===== src/rtl/led_indicator_sequencer_if.sv =====
// Colour-detector handshake: detector offers color/color_valid, sequencer answers color_ready.
interface led_indicator_sequencer_if;
  logic [1:0] color;
  logic       color_valid;
  logic       color_ready;

  modport master (output color, output color_valid, input color_ready);
  modport slave  (input color, input color_valid, output color_ready);
endinterface


===== src/rtl/led_indicator_sequencer.sv =====
// Three-slot colour indicator with hold-off guard, FULL lock and end-of-run blink.
// Optional build macro LED_DIM_EN gates all LEDs to a 25% duty cycle.

module led_slot_lane (
  input  logic       clk,
  input  logic       rst,
  input  logic       clr,
  input  logic       we,
  input  logic [2:0] wdata,
  input  logic       blink,
  input  logic       blink_lit,
  input  logic       dim_on,
  output logic [2:0] led
);
  logic [2:0] slot_q;

  always_ff @(posedge clk) begin
    if (rst || clr) slot_q <= 3'b000;
    else if (we)    slot_q <= wdata;
  end

  assign led = (blink ? (blink_lit ? 3'b010 : 3'b000) : slot_q) & {3{dim_on}};
endmodule

module led_indicator_sequencer #(
  parameter int HOLDOFF_CYCLES = 12000,
  parameter int BLINK_HALF     = 2000
) (
  input  logic       clk,
  input  logic       rst,
  led_indicator_sequencer_if.slave det,
  input  logic       endofrun,
  input  logic       clear,
  output logic [2:0] led1,
  output logic [2:0] led2,
  output logic [2:0] led3,
  output logic [1:0] indicator,
  output logic [1:0] slots_used,
  output logic       busy
);
  localparam int NUM_SLOTS = 3;
  localparam logic [14:0] HOLD_LAST  = 15'(HOLDOFF_CYCLES - 1);
  localparam logic [14:0] BLINK_LAST = 15'(BLINK_HALF - 1);

  typedef enum logic [1:0] {IDLE, HOLDOFF, FULL, BLINK} state_t;

  state_t state_q, state_d;
  logic [14:0] hold_cnt_q, hold_cnt_d;
  logic [14:0] blink_cnt_q, blink_cnt_d;
  logic        blink_ph_q, blink_ph_d;
  logic        xfer, xfer_col, wr_slot, slot_clr, dim_on;
  logic [2:0]  wdata;
  logic [NUM_SLOTS-1:0]       we;
  logic [NUM_SLOTS-1:0][2:0]  led_v;

  assign det.color_ready = (state_q == IDLE) && !clear && !endofrun && !rst;
  assign xfer     = det.color_valid && det.color_ready;
  assign xfer_col = xfer && (det.color != 2'b00);
  // Reachable only after a blink leaves IDLE with all slots full: consumed, never overwrites.
  assign wr_slot  = xfer_col && (slots_used != 2'd3);
  assign slot_clr = clear && !endofrun;
  assign busy     = (state_q != IDLE);

  always_comb begin
    wdata = 3'b000;
    case (det.color)
      2'b01:   wdata = 3'b001;
      2'b10:   wdata = 3'b100;
      2'b11:   wdata = 3'b010;
      default: wdata = 3'b000;
    endcase
  end

  always_comb begin
    state_d     = state_q;
    hold_cnt_d  = 15'd0;
    blink_cnt_d = 15'd0;
    blink_ph_d  = 1'b0;
    if (endofrun) begin
      state_d = BLINK;
      if (state_q == BLINK) begin
        blink_cnt_d = (blink_cnt_q == BLINK_LAST) ? 15'd0 : blink_cnt_q + 15'd1;
        blink_ph_d  = (blink_cnt_q == BLINK_LAST) ? !blink_ph_q : blink_ph_q;
      end
    end else if (clear) begin
      state_d = IDLE;
    end else begin
      case (state_q)
        IDLE:    if (xfer_col) state_d = (slots_used >= 2'd2) ? FULL : HOLDOFF;
        HOLDOFF: begin
          if (hold_cnt_q == HOLD_LAST) state_d = IDLE;
          else                         hold_cnt_d = hold_cnt_q + 15'd1;
        end
        FULL:    state_d = FULL;
        BLINK:   state_d = IDLE;
        default: state_d = IDLE;
      endcase
    end
  end

  always_ff @(posedge clk) begin
    if (rst) begin
      state_q     <= IDLE;
      hold_cnt_q  <= 15'd0;
      blink_cnt_q <= 15'd0;
      blink_ph_q  <= 1'b0;
      slots_used  <= 2'd0;
      indicator   <= 2'b00;
    end else begin
      state_q     <= state_d;
      hold_cnt_q  <= hold_cnt_d;
      blink_cnt_q <= blink_cnt_d;
      blink_ph_q  <= blink_ph_d;
      if (slot_clr) begin
        slots_used <= 2'd0;
        indicator  <= 2'b00;
      end else if (wr_slot) begin
        slots_used <= slots_used + 2'd1;
        indicator  <= det.color;
      end
    end
  end

`ifdef LED_DIM_EN
  logic [1:0] dim_cnt;
  always_ff @(posedge clk) begin
    if (rst) dim_cnt <= 2'd0;
    else     dim_cnt <= dim_cnt + 2'd1;
  end
  assign dim_on = (dim_cnt == 2'd0);
`else
  assign dim_on = 1'b1;
`endif

  for (genvar g = 0; g < NUM_SLOTS; g++) begin : g_lane
    assign we[g] = wr_slot && (slots_used == 2'(g));
    led_slot_lane u_lane (
      .clk       (clk),
      .rst       (rst),
      .clr       (slot_clr),
      .we        (we[g]),
      .wdata     (wdata),
      .blink     (state_q == BLINK),
      .blink_lit (blink_ph_q),
      .dim_on    (dim_on),
      .led       (led_v[g])
    );
  end

  assign led1 = led_v[0];
  assign led2 = led_v[1];
  assign led3 = led_v[2];
endmodule

===== src/flat_wrapper.sv =====
// flat-port wrapper written by rule: the top's interface ports become plain ports
module led_indicator_sequencer_flat 
#(
  parameter int HOLDOFF_CYCLES = 12000,
  parameter int BLINK_HALF     = 2000
)
  (clk, rst, endofrun, clear, led1, led2, led3, indicator, slots_used, busy, det_color, det_color_valid, det_color_ready);
  led_indicator_sequencer_if det_i ();
  input  logic clk;
  input  logic rst;
  input  logic endofrun;
  input  logic clear;
  output logic [2:0] led1;
  output logic [2:0] led2;
  output logic [2:0] led3;
  output logic [1:0] indicator;
  output logic [1:0] slots_used;
  output logic busy;
  input wire logic [$bits(det_i.color)-1:0] det_color;
  input wire logic [$bits(det_i.color_valid)-1:0] det_color_valid;
  output wire logic [$bits(det_i.color_ready)-1:0] det_color_ready;
  assign det_i.color = det_color;
  assign det_i.color_valid = det_color_valid;
  assign det_color_ready = det_i.color_ready;
  led_indicator_sequencer #(.HOLDOFF_CYCLES(HOLDOFF_CYCLES), .BLINK_HALF(BLINK_HALF)) u_core (.clk(clk), .rst(rst), .det(det_i), .endofrun(endofrun), .clear(clear), .led1(led1), .led2(led2), .led3(led3), .indicator(indicator), .slots_used(slots_used), .busy(busy));
endmodule

===== config.mk =====
export PLATFORM = sky130hd
export DESIGN_NAME = led_indicator_sequencer_flat
export DESIGN_NICKNAME = d
export VERILOG_FILES = /design/src/rtl/led_indicator_sequencer_if.sv /design/src/rtl/led_indicator_sequencer.sv /design/src/flat_wrapper.sv
export SDC_FILE = /design/constraint.sdc
export NUM_CORES = 1
export LEC_CHECK = 0
export ABC_CLOCK_PERIOD_IN_PS = 2900
export CORE_MARGIN = 4
export CORE_UTILIZATION = 60
export CTS_BUF_LIST = sky130_fd_sc_hd__clkbuf_16
export CTS_CLUSTER_SIZE = 30
export DETAILED_ROUTE_END_ITERATION = 10
export PLACE_DENSITY = 0.84
export SYNTH_ARGS = -nofsm -noshare
export SYNTH_HDL_FRONTEND = slang
export SYNTH_SLANG_ARGS = --single-unit

===== constraint.sdc =====
create_clock -name clk -period 2.9 [get_ports clk]
set_input_delay 0.87 -clock clk [delete_from_list [all_inputs] [get_ports clk]]
set_output_delay 0.87 -clock clk [all_outputs]
set_load 0.02 [all_outputs]

After elaboration in Yosys (flattened, before gate mapping)
Index checks and enable logic that the tools add are counted.

Memory bits (writable): 0. Memories kept: 0. Bits in latches: 0. Logic and storage cells: 64. Bits in read-only memories: 0. Bits of input ports: 7. Output and inout port bits: 15. Bits in registers: 46.

Eq/ne operators: 13. $lt $le $gt $ge: 1. $mul: 0. Reduce and logical (&&, ||, !) cells: 24. Shift-type cells: 0. Multiplexer cells: 11. Add/sub/neg operators: 3. Divide/modulo/power cells: 0. Bitwise operators: 3.

Operator list (count): 15-bit by 1-bit adder with 15-bit output, second input constant (2); 15-bit by 11-bit equality test with 1-bit output, second input constant (1); 15-bit by 14-bit equality test with 1-bit output, second input constant (1); 2-bit 2-to-1 mux (6); 2-bit equality test, second input constant (5); 1-bit logical AND (10); 3-bit 2-to-1 mux (3); 3-bit one-hot mux with 3 select lines (1); 4-bit by 3-bit != test with 1-bit output, second input constant (2); 2-bit one-hot mux with 4 select lines (1); 2-bit by 1-bit equality test with 1-bit output, second input constant (3); 5-bit OR reduction (1); 1-bit zero test (4); 2-bit zero test (2); 2-bit nonzero test (2); 4-bit OR reduction (1); 1-bit inverter (3); 3-bit OR reduction (1); 2-bit by 1-bit adder with 2-bit output, second input constant (1); 2-bit greater-or-equal comparator, second input constant (1); 2-bit != test, second input constant (1); 2-bit AND reduction (1); 2-bit OR reduction (1); 1-bit logical OR (1).

Longest topological paths before layout
Depth after elaboration: 10. Gate-level depth with buffers: 7. Gate-level depth less buffers: 5.

By module
Synthesis repeated with hierarchy kept, for this count alone.

Cells, all modules: 235. Area total of the unflattened synthesis: 2159.6 um^2.

By module, submodules not included: led_indicator_sequencer (times used 1, area each 1742.9 um^2, seq. area each 740.7 um^2, cells an instance 196); led_slot_lane (times used 3, area each 138.9 um^2, seq. area each 60.1 um^2, cells an instance 13).

Least setup slack after synthesis
No wires, ideal clock.

Kind: input port to output port. Start: in clear. End: out det_color_ready. Setup slack: 0.367 ns. Data required time: 2.030 ns. Buffers on the path: 0. Stages on the path: 2. Arrival: 1.663 ns. Cells stage by stage: or4_4 -> nor2_1.

Word-level cells in the longest chain between the ends: 4.

RTL lines: from (decl) (RTL line flat_wrapper.sv:12) `input logic clear;`; 1-bit zero test (RTL line led_indicator_sequencer.sv:56) `assign det.color_ready = (state_q == IDLE) && !clear && !endofrun && !rst;`; 1-bit logical AND (3 in a row) (RTL line led_indicator_sequencer.sv:56); to (decl) (RTL line flat_wrapper.sv:21) `output wire logic [$bits(det_i.color_ready)-1:0] det_color_ready;`.

Every way passes these cells.

Worst setup path in the final report
Start: in endofrun. End: out det_color_ready.

Word-level cells in the longest chain between the ends: 3.

RTL lines: from (decl) (RTL line flat_wrapper.sv:11) `input logic endofrun;`; 1-bit zero test (RTL line led_indicator_sequencer.sv:56); 1-bit logical AND (2 in a row) (RTL line led_indicator_sequencer.sv:56).

Every way passes these cells.

==> results.md <==
- Vias: 1,666
- Vias in the first global route: 1,641
- Antenna violations before repair: 0
- Hold endpoint: u_core.g_lane[2].u_lane.slot_q[0]$_SDFFE_PP0P_
- Measured slew at the worst slew-check pin: approximately 0.45 ns
- Metal3 WL: between 150 and 200 um
- Die Height: approximately 67 um
- WL/cell: 13.6 um
- CP Max Fanout: 2
- Placed insts: between 300 and 400
- Startpoint types: input port
- Post-CTS Hold Fix Bufs: 0
- Initial DRC count: between 100 and 150
- Fin crit share: between 90% and 100%
- Gr usage total: 21.6%
- Worst r2r path cells: 6
- Crit path largest cell delay: ~0.43 ns
- Antenna diode count: 0
- Fmax: roughly 350 MHz
- Area leader, netlist: dfxtp_1
- GPL Wtd Cong: about 0.8
- Core area: roughly 3300 um2
- Number of synthesized flops with an enable pin: 0
- Htree depth: 2
- Row cnt: 21
- Most frequent cells in the layout: dfxtp_1, nor2_1, nand2_1, xnor2_1, clkdlybuf4s50_1
- Skew final: 0.00723 ns
- Commonest non-fill, non-tap cell in the layout: dfxtp_1
- Register-to-register setup slack: between 0.9 and 1 ns
- Clk Latency, worst-skew pair: around 0.29 ns
- Final Core Density: between 70 and 80%
- CP max stage cell: or4_4
- Sequential element share of the synthesized area: approximately 44%
- Synth top area cells: dfxtp_1, xnor2_1, nor2_1
- Reg clk slew, reported paths: around 0.06 ns
- WL final: ~4200 um
- First-pass iteration count of the detailed router: 6
- Number of remaining DRC errors: 0
- Syn Nets: approximately 250
- First-pass GRT wire length: approximately 7300 um
- DIE WIDTH: around 67 um
- I/O Pins: 22
- Met1 wire length: 1890 um
- Area Overhead vs Synth: 22.1%
- Clock sinks: 46
- Yosys top cell area share: 44.1%
- Worst Hold Depth: 2
- Seq cells post-synth: 46
- Leakage: 0.921 nW
- Worst Setup End Kind: output port
- Buffers on Ports: 21
- Post-layout minimum cycle time: 2.83 ns
- Mapped cell area: roughly 2100 um2
- Hold_sp: u_core.g_lane[2].u_lane.slot_q[0]$_SDFFE_PP0P_
- Hold Path Class: register to register
- Worst IR Drop VDD: between 0.0004 and 0.0005 V
- CP required: ~2.0 ns
- Crit path DAT: 1.96 ns
- Status: completed
- Max-cap violations: 0
- Pwr Density: 529 nW/um2
- Top sig layer: met4
- Relative slew slack: a little over two thirds
- Pin count of the biggest net entering global routing: 16
- Crit Path Class: input port to output port
- Post-synth cell types: 33
- Final cell count without fillers: 309
- Die Area: around 4500 um2
- Ys flop type: dfxtp_1
- Synth Area per Inst: 9.01 um2
- Post-route ant nets: 0
- Reg-to-reg startpoint: u_core.state_q[1]$_SDFFE_PP0P_
- Pins over their slew limit: 0
- CP Cell Sequence: clkdlybuf4s50_1, or4_4, nor2_2, buf_4
- Vias/cell: approximately 5.4
- Synth warnings: 0
- Unrepaired setup endpoints after global routing: false
- Fill cells: 256
- Cells after Synth: approximately 230
- CTS root buffer: clkbuf_16
- Clk buf depth: 2
- Ratio of cells with drive above 1 in the final layout: 8.75%
- Nets: 275
- Final hold vios: 0
- Initial cell density of the core: 62.6%
- Grt total ovfl: 0
- Postcts setup bufs: 0
- Post-DP HPWL: between 2000 and 3000 um
- Final setup fails: 0
- R2R Path End: u_core.indicator[1]$_SDFFE_PP0P_
- Inserted Clock Buffers: 5
- FFs w/ async S/R, synth: 0%
- Length of routed met2 wiring: 2060 um
- Setup TNS: 0 ns
- Hold slack: 0.454 ns
- CTS tree: built
cell usage after synthesis (3+ instances only):
master and instances:
nand2_1 22, mux2i_1 12, xnor2_1 20, a21o_1 4
nand4_1 8, xor2_1 8, nor4_1 6, ha_1 6
inv_1 8, and2_1 7, clkbuf_1 3, dfxtp_1 46
nand3_1 7, nor2_1 39, nor3_1 12
per-layer routing:
layer | GRT usage, % | vias up
met1 | 26.7 | 768
met2 | 34.7 | 33
met5 | 0 | -
met4 | 10.6 | 0
met3 | 5.40 | 11
li1 | - | 854
through the flow:
stage,setup slack [ns],cell area (um2),total power (W)
5_1_grt,0.0156,2550,0.00139
2_1_floorplan,0.367,2090,0.000681
4_1_cts,0.0695,2550,0.00136
6_report,0.0705,2550,0.00135
3_3_place_gp,-0.437,2380,0.000709
3_5_place_dp,-0.459,2380,0.000710
cells by family after synthesis:
family / Yosys count / synth area share [%]
xor gates and xnor gates: 28 / 11.7
and+or+nand+nor: 118 / 29.2
buffers and inverters: 13 / 2.69
DFF: 46 / 44.1
adders and majority gates: 6 / 3.59
AOI/OAI and AO/OA: 9 / 2.93
muxes: 12 / 5.75
worst max path at each step:
stage               startpoint              end  slack, ns  cells past startpoint
floorplan                clear  det_color_ready       0.37                      2
detailed placement       clear  det_color_ready      -0.46                      4
global route          endofrun  det_color_ready       0.02                      4
CTS                   endofrun  det_color_ready       0.07                      4
global placement         clear  det_color_ready      -0.44                      4
finish                endofrun  det_color_ready       0.07                      4
cell type report:
cell class              instances  area [um2]  area share (%)
well taps                      46        57.6            2.26
inverters                       8        30.0            1.18
flip-flops and latches         46         921            36.1
clock buffers                   5         125            4.90
repair buffers                 28         259            10.2
clock inverters                 3        43.8            1.72
multi-input cells             173        1110            43.7
flip-flops by register name (all words and copies together) (netlist names):
signal / flops
u_core.blink_cnt_q: 15
u_core.blink_ph_q: 1
u_core.g_lane.u_lane.slot_q: 9
u_core.hold_cnt_q: 15
u_core.indicator: 2
u_core.slots_used: 2
u_core.state_q: 2
where the power goes:
part	internal (W)	leakage (nW)	switching (W)	total, W
sequential	0.000635	0.371	0.00000518	0.000640
combinational	0.0000265	0.465	0.0000289	0.0000554
clock	0.000408	0.0842	0.000246	0.000654
repair_timing:
item,4_1_cts,5_1_grt
setup endpoints to repair,1,1
pin swaps,1,0
resized for setup,6,1
critical path, delay by kind of cell:
| family | cells | cell delay (ns) |
|---|---|---|
| buffers and inverters | 2 | 0.56 |
| AND/OR/NAND/NOR | 2 | 0.54 |
(Power assumes the default switching activity.)
